--- config.mk ---
export PLATFORM = sky130hd
export DESIGN_NAME = rpn_evaluator_flat
export DESIGN_NICKNAME = d
export VERILOG_FILES = /design/src/rtl/rpn_pkg.sv /design/src/rtl/rpn_evaluator_if.sv /design/src/rtl/rpn_stack.sv /design/src/rtl/rpn_evaluator.sv /design/src/flat_wrapper.sv
export SDC_FILE = /design/constraint.sdc
export NUM_CORES = 1
export LEC_CHECK = 0
export CAP_MARGIN = 25
export CORE_MARGIN = 1
export CORE_UTILIZATION = 55
export CTS_CLUSTER_SIZE = 20
export DETAILED_ROUTE_END_ITERATION = 16
export PLACE_DENSITY_LB_ADDON = 0.25
export SYNTH_ARGS = -nofsm -noshare
export SYNTH_HDL_FRONTEND = slang
export SYNTH_SLANG_ARGS = --single-unit
export TNS_END_PERCENT = 5
--- constraint.sdc ---
create_clock -name clk -period 7.99 [get_ports clk]
set_input_delay 0.799 -clock clk [delete_from_list [all_inputs] [get_ports clk]]
set_output_delay 0.799 -clock clk [all_outputs]
set_load 0.1 [all_outputs]
--- src/rtl/rpn_pkg.sv ---
// rpn_pkg: token kinds, opcodes, FSM state type and sizing helpers shared by
// the RPN evaluator, its interface and its operand stack.
package rpn_pkg;

    localparam logic [1:0] KIND_NUM = 2'd0;
    localparam logic [1:0] KIND_X   = 2'd1;
    localparam logic [1:0] KIND_OP  = 2'd2;
    localparam logic [1:0] KIND_END = 2'd3;

    localparam logic [2:0] OPC_ADD = 3'd0;
    localparam logic [2:0] OPC_SUB = 3'd1;
    localparam logic [2:0] OPC_MUL = 3'd2;
    localparam logic [2:0] OPC_DIV = 3'd3;
    localparam logic [2:0] OPC_POW = 3'd4;

    typedef enum logic [1:0] {
        ST_ACCEPT,
        ST_WAIT_OP,
        ST_FLUSH,
        ST_REPORT
    } state_t;

    function automatic logic is_local_op(input logic [2:0] opc);
        return (opc == OPC_ADD) || (opc == OPC_SUB);
    endfunction

    function automatic logic is_external_op(input logic [2:0] opc);
        return (opc == OPC_MUL) || (opc == OPC_DIV) || (opc == OPC_POW);
    endfunction

    function automatic int count_width(input int depth);
        return $clog2(depth + 1);
    endfunction

endpackage

--- src/rtl/rpn_evaluator_if.sv ---
// rpn_evaluator_if: token stream, external op-unit handshake and result report.
// slave is the evaluator's view; master is the token source / op unit view.
interface rpn_evaluator_if #(
    parameter int NUMBER_WIDTH = 8
);

    logic                    token_valid;
    logic                    token_ready;
    logic [1:0]              token_kind;
    logic [NUMBER_WIDTH-1:0] token_value;
    logic [NUMBER_WIDTH-1:0] x;

    logic                    op_start;
    logic [2:0]              op_code;
    logic [NUMBER_WIDTH-1:0] op_a;
    logic [NUMBER_WIDTH-1:0] op_b;
    logic                    op_done;
    logic [NUMBER_WIDTH-1:0] op_result;

    logic                    result_valid;
    logic [NUMBER_WIDTH-1:0] result;
    logic                    error;

    modport slave (
        input  token_valid, token_kind, token_value, x, op_done, op_result,
        output token_ready, op_start, op_code, op_a, op_b,
               result_valid, result, error
    );

    modport master (
        output token_valid, token_kind, token_value, x, op_done, op_result,
        input  token_ready, op_start, op_code, op_a, op_b,
               result_valid, result, error
    );

endinterface

--- src/rtl/rpn_stack.sv ---
// rpn_stack: register-array operand stack with count, push, pop and replace-top.
// pop together with replace_top drops the top and overwrites the new top.
module rpn_stack
    import rpn_pkg::*;
#(
    parameter int WIDTH       = 8,
    parameter int DEPTH       = 8,
    parameter int COUNT_WIDTH = count_width(DEPTH)
) (
    input  logic                   clk,
    input  logic                   rst_n,
    input  logic                   push,
    input  logic                   pop,
    input  logic                   replace_top,
    input  logic                   clear,
    input  logic [WIDTH-1:0]       data_in,
    output logic [WIDTH-1:0]       top,
    output logic [WIDTH-1:0]       second,
    output logic [COUNT_WIDTH-1:0] count,
    output logic                   full,
    output logic                   empty
);

    localparam int INDEX_WIDTH = (DEPTH > 1) ? $clog2(DEPTH) : 1;

    logic [WIDTH-1:0]       entries [DEPTH];
    logic [COUNT_WIDTH-1:0] count_q;
    logic [INDEX_WIDTH-1:0] push_index;
    logic [INDEX_WIDTH-1:0] top_index;
    logic [INDEX_WIDTH-1:0] second_index;

    assign push_index   = INDEX_WIDTH'(count_q);
    assign top_index    = INDEX_WIDTH'(count_q - COUNT_WIDTH'(1));
    assign second_index = INDEX_WIDTH'(count_q - COUNT_WIDTH'(2));

    assign full   = (count_q == COUNT_WIDTH'(DEPTH));
    assign empty  = (count_q == '0);
    assign count  = count_q;
    assign top    = entries[top_index];
    assign second = entries[second_index];

    always_ff @(posedge clk or negedge rst_n) begin
        if (!rst_n) begin
            count_q <= '0;
        end else if (clear) begin
            count_q <= '0;
        end else if (push && !full) begin
            count_q <= count_q + COUNT_WIDTH'(1);
        end else if (pop && !empty) begin
            count_q <= count_q - COUNT_WIDTH'(1);
        end
    end

    // Entry storage needs no reset: the count alone defines which entries are live.
    always_ff @(posedge clk) begin
        if (push && !full) begin
            entries[push_index] <= data_in;
        end else if (replace_top && pop && !empty) begin
            entries[second_index] <= data_in;
        end else if (replace_top && !empty) begin
            entries[top_index] <= data_in;
        end
    end

endmodule

--- src/rtl/rpn_evaluator.sv ---
// rpn_evaluator: token-stream RPN evaluator; add/sub local, mul/div/pow via external unit.
// Define RPN_EVALUATOR_SATURATE_EN for saturating add/sub instead of wrap-around.
module rpn_evaluator
    import rpn_pkg::*;
#(
    parameter int INTEGER_PART_WIDTH    = 5,
    parameter int FRACTIONAL_PART_WIDTH = 3,
    parameter int STACK_DEPTH           = 8
) (
    input logic            clk,
    input logic            rst_n,
    rpn_evaluator_if.slave bus
);

    localparam int NUMBER_WIDTH = INTEGER_PART_WIDTH + FRACTIONAL_PART_WIDTH;
    localparam int COUNT_WIDTH  = count_width(STACK_DEPTH);
    localparam int MSB          = NUMBER_WIDTH - 1;

    state_t state;
    state_t next_state;

    logic                    push;
    logic                    pop;
    logic                    replace_top;
    logic                    clear;
    logic [NUMBER_WIDTH-1:0] stack_data;
    logic [NUMBER_WIDTH-1:0] top_entry;
    logic [NUMBER_WIDTH-1:0] second_entry;
    logic [COUNT_WIDTH-1:0]  count;
    logic                    full;
    logic                    empty;
    logic                    has_two;

    logic                    dispatch;
    logic                    report;
    logic                    report_error;
    logic [NUMBER_WIDTH-1:0] report_value;

    logic [2:0]              opcode;
    logic                    is_sub;
    logic [NUMBER_WIDTH-1:0] alu_raw;
    logic [NUMBER_WIDTH-1:0] alu_result;

    logic                    op_start_q;
    logic [2:0]              op_code_q;
    logic [NUMBER_WIDTH-1:0] op_a_q;
    logic [NUMBER_WIDTH-1:0] op_b_q;
    logic                    result_valid_q;
    logic [NUMBER_WIDTH-1:0] result_q;
    logic                    error_q;

    rpn_stack #(
        .WIDTH       (NUMBER_WIDTH),
        .DEPTH       (STACK_DEPTH),
        .COUNT_WIDTH (COUNT_WIDTH)
    ) u_stack (
        .clk         (clk),
        .rst_n       (rst_n),
        .push        (push),
        .pop         (pop),
        .replace_top (replace_top),
        .clear       (clear),
        .data_in     (stack_data),
        .top         (top_entry),
        .second      (second_entry),
        .count       (count),
        .full        (full),
        .empty       (empty)
    );

    assign opcode  = bus.token_value[2:0];
    assign has_two = !empty && (count != COUNT_WIDTH'(1));
    assign is_sub  = (opcode == OPC_SUB);
    assign alu_raw = is_sub ? (second_entry - top_entry) : (second_entry + top_entry);

`ifdef RPN_EVALUATOR_SATURATE_EN
    localparam logic [NUMBER_WIDTH-1:0] MAX_POS = {1'b0, {(NUMBER_WIDTH-1){1'b1}}};
    localparam logic [NUMBER_WIDTH-1:0] MIN_NEG = {1'b1, {(NUMBER_WIDTH-1){1'b0}}};

    logic alu_overflow;

    // Overflow: result sign differs from a when the effective operand signs agree.
    assign alu_overflow = is_sub
        ? ((second_entry[MSB] != top_entry[MSB]) && (alu_raw[MSB] != second_entry[MSB]))
        : ((second_entry[MSB] == top_entry[MSB]) && (alu_raw[MSB] != second_entry[MSB]));
    assign alu_result = !alu_overflow ? alu_raw : (second_entry[MSB] ? MIN_NEG : MAX_POS);
`else
    assign alu_result = alu_raw;
`endif

    // Gated by rst_n so the evaluator never advertises readiness while held in reset.
    assign bus.token_ready  = rst_n && ((state == ST_ACCEPT) || (state == ST_FLUSH));
    assign bus.op_start     = op_start_q;
    assign bus.op_code      = op_code_q;
    assign bus.op_a         = op_a_q;
    assign bus.op_b         = op_b_q;
    assign bus.result_valid = result_valid_q;
    assign bus.result       = result_q;
    assign bus.error        = error_q;

    always_ff @(posedge clk or negedge rst_n) begin
        if (!rst_n) begin
            state <= ST_ACCEPT;
        end else begin
            state <= next_state;
        end
    end

    always_comb begin
        next_state   = state;
        push         = 1'b0;
        pop          = 1'b0;
        replace_top  = 1'b0;
        clear        = 1'b0;
        stack_data   = alu_result;
        dispatch     = 1'b0;
        report       = 1'b0;
        report_error = 1'b0;
        report_value = '0;
        case (state)
            ST_ACCEPT: begin
                if (bus.token_valid) begin
                    case (bus.token_kind)
                        KIND_NUM, KIND_X: begin
                            stack_data = (bus.token_kind == KIND_X) ? bus.x : bus.token_value;
                            if (full) begin
                                next_state = ST_FLUSH;
                            end else begin
                                push = 1'b1;
                            end
                        end
                        KIND_OP: begin
                            if (!has_two || !(is_local_op(opcode) || is_external_op(opcode))) begin
                                next_state = ST_FLUSH;
                            end else if (is_local_op(opcode)) begin
                                pop         = 1'b1;
                                replace_top = 1'b1;
                            end else begin
                                dispatch   = 1'b1;
                                next_state = ST_WAIT_OP;
                            end
                        end
                        KIND_END: begin
                            report     = 1'b1;
                            next_state = ST_REPORT;
                            if (count == COUNT_WIDTH'(1)) begin
                                report_value = top_entry;
                            end else begin
                                report_error = 1'b1;
                            end
                        end
                    endcase
                end
            end
            ST_WAIT_OP: begin
                if (bus.op_done) begin
                    pop         = 1'b1;
                    replace_top = 1'b1;
                    stack_data  = bus.op_result;
                    next_state  = ST_ACCEPT;
                end
            end
            ST_FLUSH: begin
                if (bus.token_valid && (bus.token_kind == KIND_END)) begin
                    report       = 1'b1;
                    report_error = 1'b1;
                    next_state   = ST_REPORT;
                end
            end
            ST_REPORT: begin
                clear      = 1'b1;
                next_state = ST_ACCEPT;
            end
        endcase
    end

    // Operands and opcode stay latched after dispatch until the next dispatch.
    always_ff @(posedge clk or negedge rst_n) begin
        if (!rst_n) begin
            op_start_q     <= 1'b0;
            op_code_q      <= '0;
            op_a_q         <= '0;
            op_b_q         <= '0;
            result_valid_q <= 1'b0;
            result_q       <= '0;
            error_q        <= 1'b0;
        end else begin
            op_start_q     <= dispatch;
            result_valid_q <= report;
            if (dispatch) begin
                op_code_q <= opcode;
                op_a_q    <= second_entry;
                op_b_q    <= top_entry;
            end
            if (report) begin
                result_q <= report_value;
                error_q  <= report_error;
            end
        end
    end

endmodule

--- src/flat_wrapper.sv ---
// flat-port wrapper written by rule: the top's interface ports become plain ports
module rpn_evaluator_flat import rpn_pkg::*;
#(
    parameter int INTEGER_PART_WIDTH    = 5,
    parameter int FRACTIONAL_PART_WIDTH = 3,
    parameter int STACK_DEPTH           = 8
)
  (clk, rst_n, bus_token_valid, bus_token_kind, bus_token_value, bus_x, bus_op_done, bus_op_result, bus_token_ready, bus_op_start, bus_op_code, bus_op_a, bus_op_b, bus_result_valid, bus_result, bus_error);
  rpn_evaluator_if #(.NUMBER_WIDTH((8))) bus_i ();
  input logic clk;
  input logic rst_n;
  input wire logic [$bits(bus_i.token_valid)-1:0] bus_token_valid;
  input wire logic [$bits(bus_i.token_kind)-1:0] bus_token_kind;
  input wire logic [$bits(bus_i.token_value)-1:0] bus_token_value;
  input wire logic [$bits(bus_i.x)-1:0] bus_x;
  input wire logic [$bits(bus_i.op_done)-1:0] bus_op_done;
  input wire logic [$bits(bus_i.op_result)-1:0] bus_op_result;
  output wire logic [$bits(bus_i.token_ready)-1:0] bus_token_ready;
  output wire logic [$bits(bus_i.op_start)-1:0] bus_op_start;
  output wire logic [$bits(bus_i.op_code)-1:0] bus_op_code;
  output wire logic [$bits(bus_i.op_a)-1:0] bus_op_a;
  output wire logic [$bits(bus_i.op_b)-1:0] bus_op_b;
  output wire logic [$bits(bus_i.result_valid)-1:0] bus_result_valid;
  output wire logic [$bits(bus_i.result)-1:0] bus_result;
  output wire logic [$bits(bus_i.error)-1:0] bus_error;
  assign bus_i.token_valid = bus_token_valid;
  assign bus_i.token_kind = bus_token_kind;
  assign bus_i.token_value = bus_token_value;
  assign bus_i.x = bus_x;
  assign bus_i.op_done = bus_op_done;
  assign bus_i.op_result = bus_op_result;
  assign bus_token_ready = bus_i.token_ready;
  assign bus_op_start = bus_i.op_start;
  assign bus_op_code = bus_i.op_code;
  assign bus_op_a = bus_i.op_a;
  assign bus_op_b = bus_i.op_b;
  assign bus_result_valid = bus_i.result_valid;
  assign bus_result = bus_i.result;
  assign bus_error = bus_i.error;
  rpn_evaluator #(.INTEGER_PART_WIDTH(INTEGER_PART_WIDTH), .FRACTIONAL_PART_WIDTH(FRACTIONAL_PART_WIDTH), .STACK_DEPTH(STACK_DEPTH)) u_core (.clk(clk), .rst_n(rst_n), .bus(bus_i));
endmodule
# Yosys cells after proc, flatten, opt, wreduce, memory -nomap -nowiden
# Memories as Yosys holds them, arrays and structs flattened.
# Cells that the tools add are included.
[word_totals] out_inout_bits=31 wordCells=116 in_bits=30 reg_bits=36 n_memories=1 mem_bits_rw=64
[mem_list] name="u_core.u_stack.entries" words=8 width=8 rd=2 rd_ports_with_merged_regs=0 wr=1 line="rpn_stack.sv:26" rtl="logic [WIDTH-1:0] entries [DEPTH];"
[classes] muxes=59 addsub=5 reduce_logical=24 eq_ne=18
[ops] cell="two-way mux 8 bit" n=11
[ops] cell="two-way mux 1 bit" n=31
[ops] cell="one-hot mux 8 bit (2 select lines)" n=1
[ops] cell="OR reduction 8 bit" n=2
[ops] cell="two-way mux 2 bit" n=6
[ops] cell="two-way mux 4 bit" n=3
[ops] cell="adder 8 bit" n=1
[ops] cell="== test 2 bit (second input constant)" n=4
[ops] cell="one-hot mux 2 bit (4 select lines)" n=1
[ops] cell="subtractor 8 bit" n=1
[ops] cell="== test 3 x 2 -> 1 bit (second input constant)" n=2
[ops] cell="logical OR 1 bit" n=6
[ops] cell="two-way mux 3 bit" n=2
[ops] cell="!= test 2 bit (second input constant)" n=3
[ops] cell="one-hot mux 1 bit (2 select lines)" n=3
[ops] cell="one-hot mux 2 bit (3 select lines)" n=1
[ops] cell="logical AND 1 bit" n=5
[ops] cell="AND reduction 5 bit" n=1
[ops] cell="adder 4 x 1 -> 4 bit (second input constant)" n=1
[ops] cell="== test 2 x 1 -> 1 bit (second input constant)" n=2
[ops] cell="== test 4 x 1 -> 1 bit (second input constant)" n=1
[ops] cell="== test 4 bit (second input constant)" n=1
[ops] cell="zero test 1 bit" n=4
[ops] cell="zero test 2 bit" n=2
[ops] cell="11 further kinds" n=11

# Logic depth before layout (Yosys ltp)
[depth] ltp_word=17 mapped_depth=21 depth_no_buf=16

# By module
# Synthesis repeated with hierarchy kept, for this count alone.
[unflattened] hier_cells=391 area_unflattened_um2=5365.1
[by_module_without_submodules] module="rpn_stack" n_inst=1 cells_per_inst=192 seq_area_each_um2=2021.9 area_each_um2=3432.0
[by_module_without_submodules] module="rpn_evaluator" n_inst=1 cells_per_inst=199 seq_area_each_um2=800.8 area_each_um2=1933.1

# Least setup slack after synthesis
# OpenSTA, ideal clock, no wires.
[synth_path] path_type="register to register" from="register u_core.u_stack.count_q[1] (netlist: u_core.u_stack.count[1])" to="memory u_core.u_stack.entries[0][6], data pin" required_ns=7.660 path_buffers=4 setup_time_ns=0.330 arrival_time_ns=4.406 synth_period_minus_slack_ns=4.736 path_slack_ns=3.254 stages_incl_launch_ff=20 path_cell_list="dfrtp_1 clkbuf_1 clkbuf_1 clkbuf_1 inv_1 ha_1 buf_6 mux4_2 mux2i_1 ha_1 nor2_1 xor2_1 ha_1 nor2b_1 o21ai_0 nand2b_1 a21o_1 a21oi_1 xor2_1 o221ai_1"
[synth_rtl] item="start, declared" line="rpn_stack.sv:27" rtl="logic [COUNT_WIDTH-1:0] count_q;"
[synth_rtl] item="start signal, assigned" line="rpn_stack.sv:48" rtl="count_q <= count_q + COUNT_WIDTH'(1);"
[synth_rtl] item="start signal, assigned" line="rpn_stack.sv:50" rtl="count_q <= count_q - COUNT_WIDTH'(1);"
[synth_rtl] item="subtractor 4 x 1 -> 4 bit or subtractor 3 x 2 -> 3 bit (tied branches)"
[synth_rtl] item="memory (8 x 8 bit) *"
[synth_rtl] item="adder 8 bit or subtractor 8 bit (tied branches)" line="rpn_evaluator.sv:74" rtl="assign alu_raw = is_sub ? (second_entry - top_entry) : (second_entry + top_entry);"
[synth_rtl] item="two-way mux 8 bit *" line="rpn_evaluator.sv:74"
[synth_rtl] item="two-way mux 8 bit" line="rpn_evaluator.sv:123" rtl="case (bus.token_kind)"
[synth_rtl] item="two-way mux 8 bit" line="rpn_evaluator.sv:122" rtl="if (bus.token_valid) begin"
[synth_rtl] item="one-hot mux 8 bit (2 select lines) *" line="rpn_evaluator.sv:120" rtl="case (state)"
[synth_rtl] item="via u_core.stack_data[6]" line="rpn_evaluator.sv:26" rtl="logic [NUMBER_WIDTH-1:0] stack_data;"
[synth_rtl] item="two-way mux 8 bit (no line)"
[synth_rtl] item="two-way mux 8 bit (no line) *"
[synth_rtl] item="end, declared" line="rpn_stack.sv:26"
# The timed path passes the listed nets; every way through them passes the cells marked *.

# Final worst setup path
[layout_path] from="register u_core.u_stack.count_q[1] (netlist: u_core.u_stack.count[1])" to="memory u_core.u_stack.entries[6][7], data pin"
# The elaborated chain is that of the path after synthesis.

==> results.sh <==
export IMPL_critPathLaunchType="flop"
export IMPL_gp_congestion=0.967
export IMPL_cts_resized=0
export IMPL_yosysSeqAreaShare=0.526
export IMPL_crit_top_cell="ha_1"
export IMPL_finalCritPeriodShare=0.648
export IMPL_synth_top_area_share=0.358
export IMPL_clock_skew_ps=14.4
export IMPL_crit_required_ps=8110
export IMPL_crit_slowest_cell="ha_1"
export IMPL_dp_slack_ps=2860
export IMPL_endpoint_kind="flop"
export IMPL_viasPerCell=6.17
export IMPL_clock_latency_ps=380
export IMPL_die_width_um=101
export IMPL_n_antenna_cell=0
export IMPL_synth_area_leader_cell="edfxtp_1"
export IMPL_dpl_hpwl_um=8820
export IMPL_yosys_warnings=0
export IMPL_cp_max_fo=27
export IMPL_synth_area_mm2=0.00536
export IMPL_die_area_mm2=0.0101
export IMPL_ctsHoldBuffers=0
export IMPL_setup_viol=0
export IMPL_path_cells="buf_4 -> inv_1 -> ha_1 -> buf_4 -> mux4_2 -> mux2i_1 -> ha_1 -> nand2_1 -> o21ai_0 -> inv_1 -> ha_1 -> nor2b_1 -> o2111ai_1 -> nand4b_1 -> a21o_1 -> a21oi_1 -> xnor2_1 -> o21ai_1"
export IMPL_cp_startpoint="u_core.u_stack.count[1]"
export IMPL_crit_type="flop to flop"
export IMPL_drc=0
export IMPL_postSynth_asyncResetShare=0.360
export IMPL_critPathArrivalTime_ps=5290
export IMPL_routedWlPerCell_um=21.0
export IMPL_hold_class="input port to asynchronous set/reset pin"
export IMPL_root_buffer="clkbuf_8"
export IMPL_grt_pass1_vias=3578
export IMPL_syn_inst=400
export IMPL_wirelength_um=12400
export IMPL_core_rowCount=35
export IMPL_grt_overflow=0
export IMPL_port_buffer_count=60
export IMPL_setup_tns_ps=0
export IMPL_maxSlewViolCount=0
export IMPL_synth_cell_types=52
export IMPL_syn_avg_cell_area_um2=13.4
export IMPL_dr_first_iter_drc_count=272
export IMPL_cap_violations=0
export IMPL_rsz0062_at_grt="false"
export IMPL_synthTopCellsByArea="edfxtp_1 36%, dfrtp_1 17%, mux4_2 13%"
export IMPL_grt_pass1_wl_um=19700
export IMPL_ys_ff_latch=100
export IMPL_syn_nets=445
export IMPL_initial_core_util=0.575
export IMPL_antenna_found_initial=0
export IMPL_cts_setup_buffers=0
export IMPL_coreArea_mm2=0.00933
export IMPL_cts_tree="done"
export IMPL_die_y_um=101
export IMPL_synth_edff_count=64
export IMPL_postRouteAntennaNets=0
export IMPL_period_needed_ps=5180
export IMPL_fmax_mhz=193
export IMPL_grt_max_degree=40
export IMPL_critPathMaxStageDelay_ps=630
export IMPL_area_delta_synth_final_pct=16.8
export IMPL_num_nets_final=501
export IMPL_worstReg2RegStart="u_core.u_stack.count[1]"
export IMPL_clk_pin_slew_worst_paths_ps=110
export IMPL_cts_htree_levels=3
export IMPL_setup_ws_ps=2810
export IMPL_num_vias=3640
export IMPL_tightest_slew_ps=990
export IMPL_clockBufferDepth=2
export IMPL_track_usage=0.265
export IMPL_clkSinkCount=100
export IMPL_outcome="completed"
export IMPL_timing_hold_ws_ps=488
export IMPL_final_layout_size_suffix_gt1_frac=0.174
export IMPL_relSlewSlack=0.338
export IMPL_finalHoldViolCount=0
export IMPL_ys_flop_type="edfxtp_1"
export IMPL_pin_count=61
export IMPL_numCtsBuffers=9
export IMPL_drtPass1Iterations=6
per-stage QoR:
step                      instance area [um2]  cells  utilization
final                                    6260    590        0.671
after global routing                     6260    590        0.671
after CTS                                6260    590        0.671
after detailed placement                 6050    574        0.649
after global placement                   6050    574        0.649
after floorplan                          5360    400            -
worst paths after layout:
path	slack [ps]	end	depth (start not counted)
max in group asynchronous	6940	u_core.u_stack.count[0]	1
max	2810	u_core.u_stack.entries[6][7]	18
max reg2reg	2810	u_core.u_stack.entries[6][7]	18
min	490	u_core.bus.result_valid	1
min reg2reg	490	u_core.bus.result[5]	2
min in group clk	490	u_core.bus.result[5]	2
synthesized netlist by cell type, types with 9 or more instances:
master and count:
xnor2_1 9, nand2_1 36, mux4_2 31, mux2_2 14, a21oi_1 23, inv_1 9
o21ai_0 14, mux2i_1 13, edfxtp_1 64, clkbuf_1 9, nor2_1 37, dfrtp_1 36
ha_1 14
flip-flops by register name, summed over array words and instances, names as in the netlist:
signal and cells:
u_core.u_stack.count 4, u_core.state 2, u_core.bus.op_start 1, u_core.bus.result 8, u_core.bus.op_b 8, u_core.bus.op_code 3, u_core.u_stack.entries 64, u_core.bus.error 1
u_core.bus.op_a 8, u_core.bus.result_valid 1
routing by layer:
metal	vias to the layer above	track usage	share of wire
met1	1804	0.366	0.43
li1	1635	-	-
met5	-	0	0
met3	29	0.0589	0.081
met4	0	0.109	0.027
met2	172	0.413	0.47
cells by family after synthesis:
kind of cell / Yosys count / share of synthesized area
buffers and inverters: 31 / 0.0287
AND/OR/NAND/NOR: 104 / 0.0880
flip-flops: 100 / 0.526
AO/OA/AOI/OAI: 72 / 0.0903
multiplexers: 63 / 0.206
adder cells (fa/ha/maj): 15 / 0.0364
XOR/XNOR: 15 / 0.0245
cells in the final DEF, fill, tap and decap left out, drive strengths merged, types with 14 or more instances in the layout:
cell type	count
ha	14
clkdlybuf4s50	59
nand2	36
inv	14
edfxtp	64
nor2	38
o21ai	16
dfrtp	36
a21oi	23
mux2i	14
mux4	34
mux2	15
final cells by class:
cell class / instances / area, um2
Clock buffer: 9 / 124
Clock inverter: 7 / 86.3
Fill cell: 672 / 3070
Inverter: 11 / 41.3
Multi-Input combinational cell: 269 / 2390
Sequential cell: 100 / 2820
Tap cell: 129 / 161
Timing Repair Buffer: 65 / 633
worst max-delay path: cells and delay by family (launching register included):
family | cells | cell delay, ps
fa+ha+maj | 3 | 1160
flops | 1 | 340
simple gates | 3 | 380
buf+inv | 4 | 930
mux | 2 | 880
xor+xnor | 1 | 90
compound gates | 5 | 1120
Power is left out: the tool's default activity adds up to more than one toggle a clock period on the data nets, which glitch-free logic cannot reach.
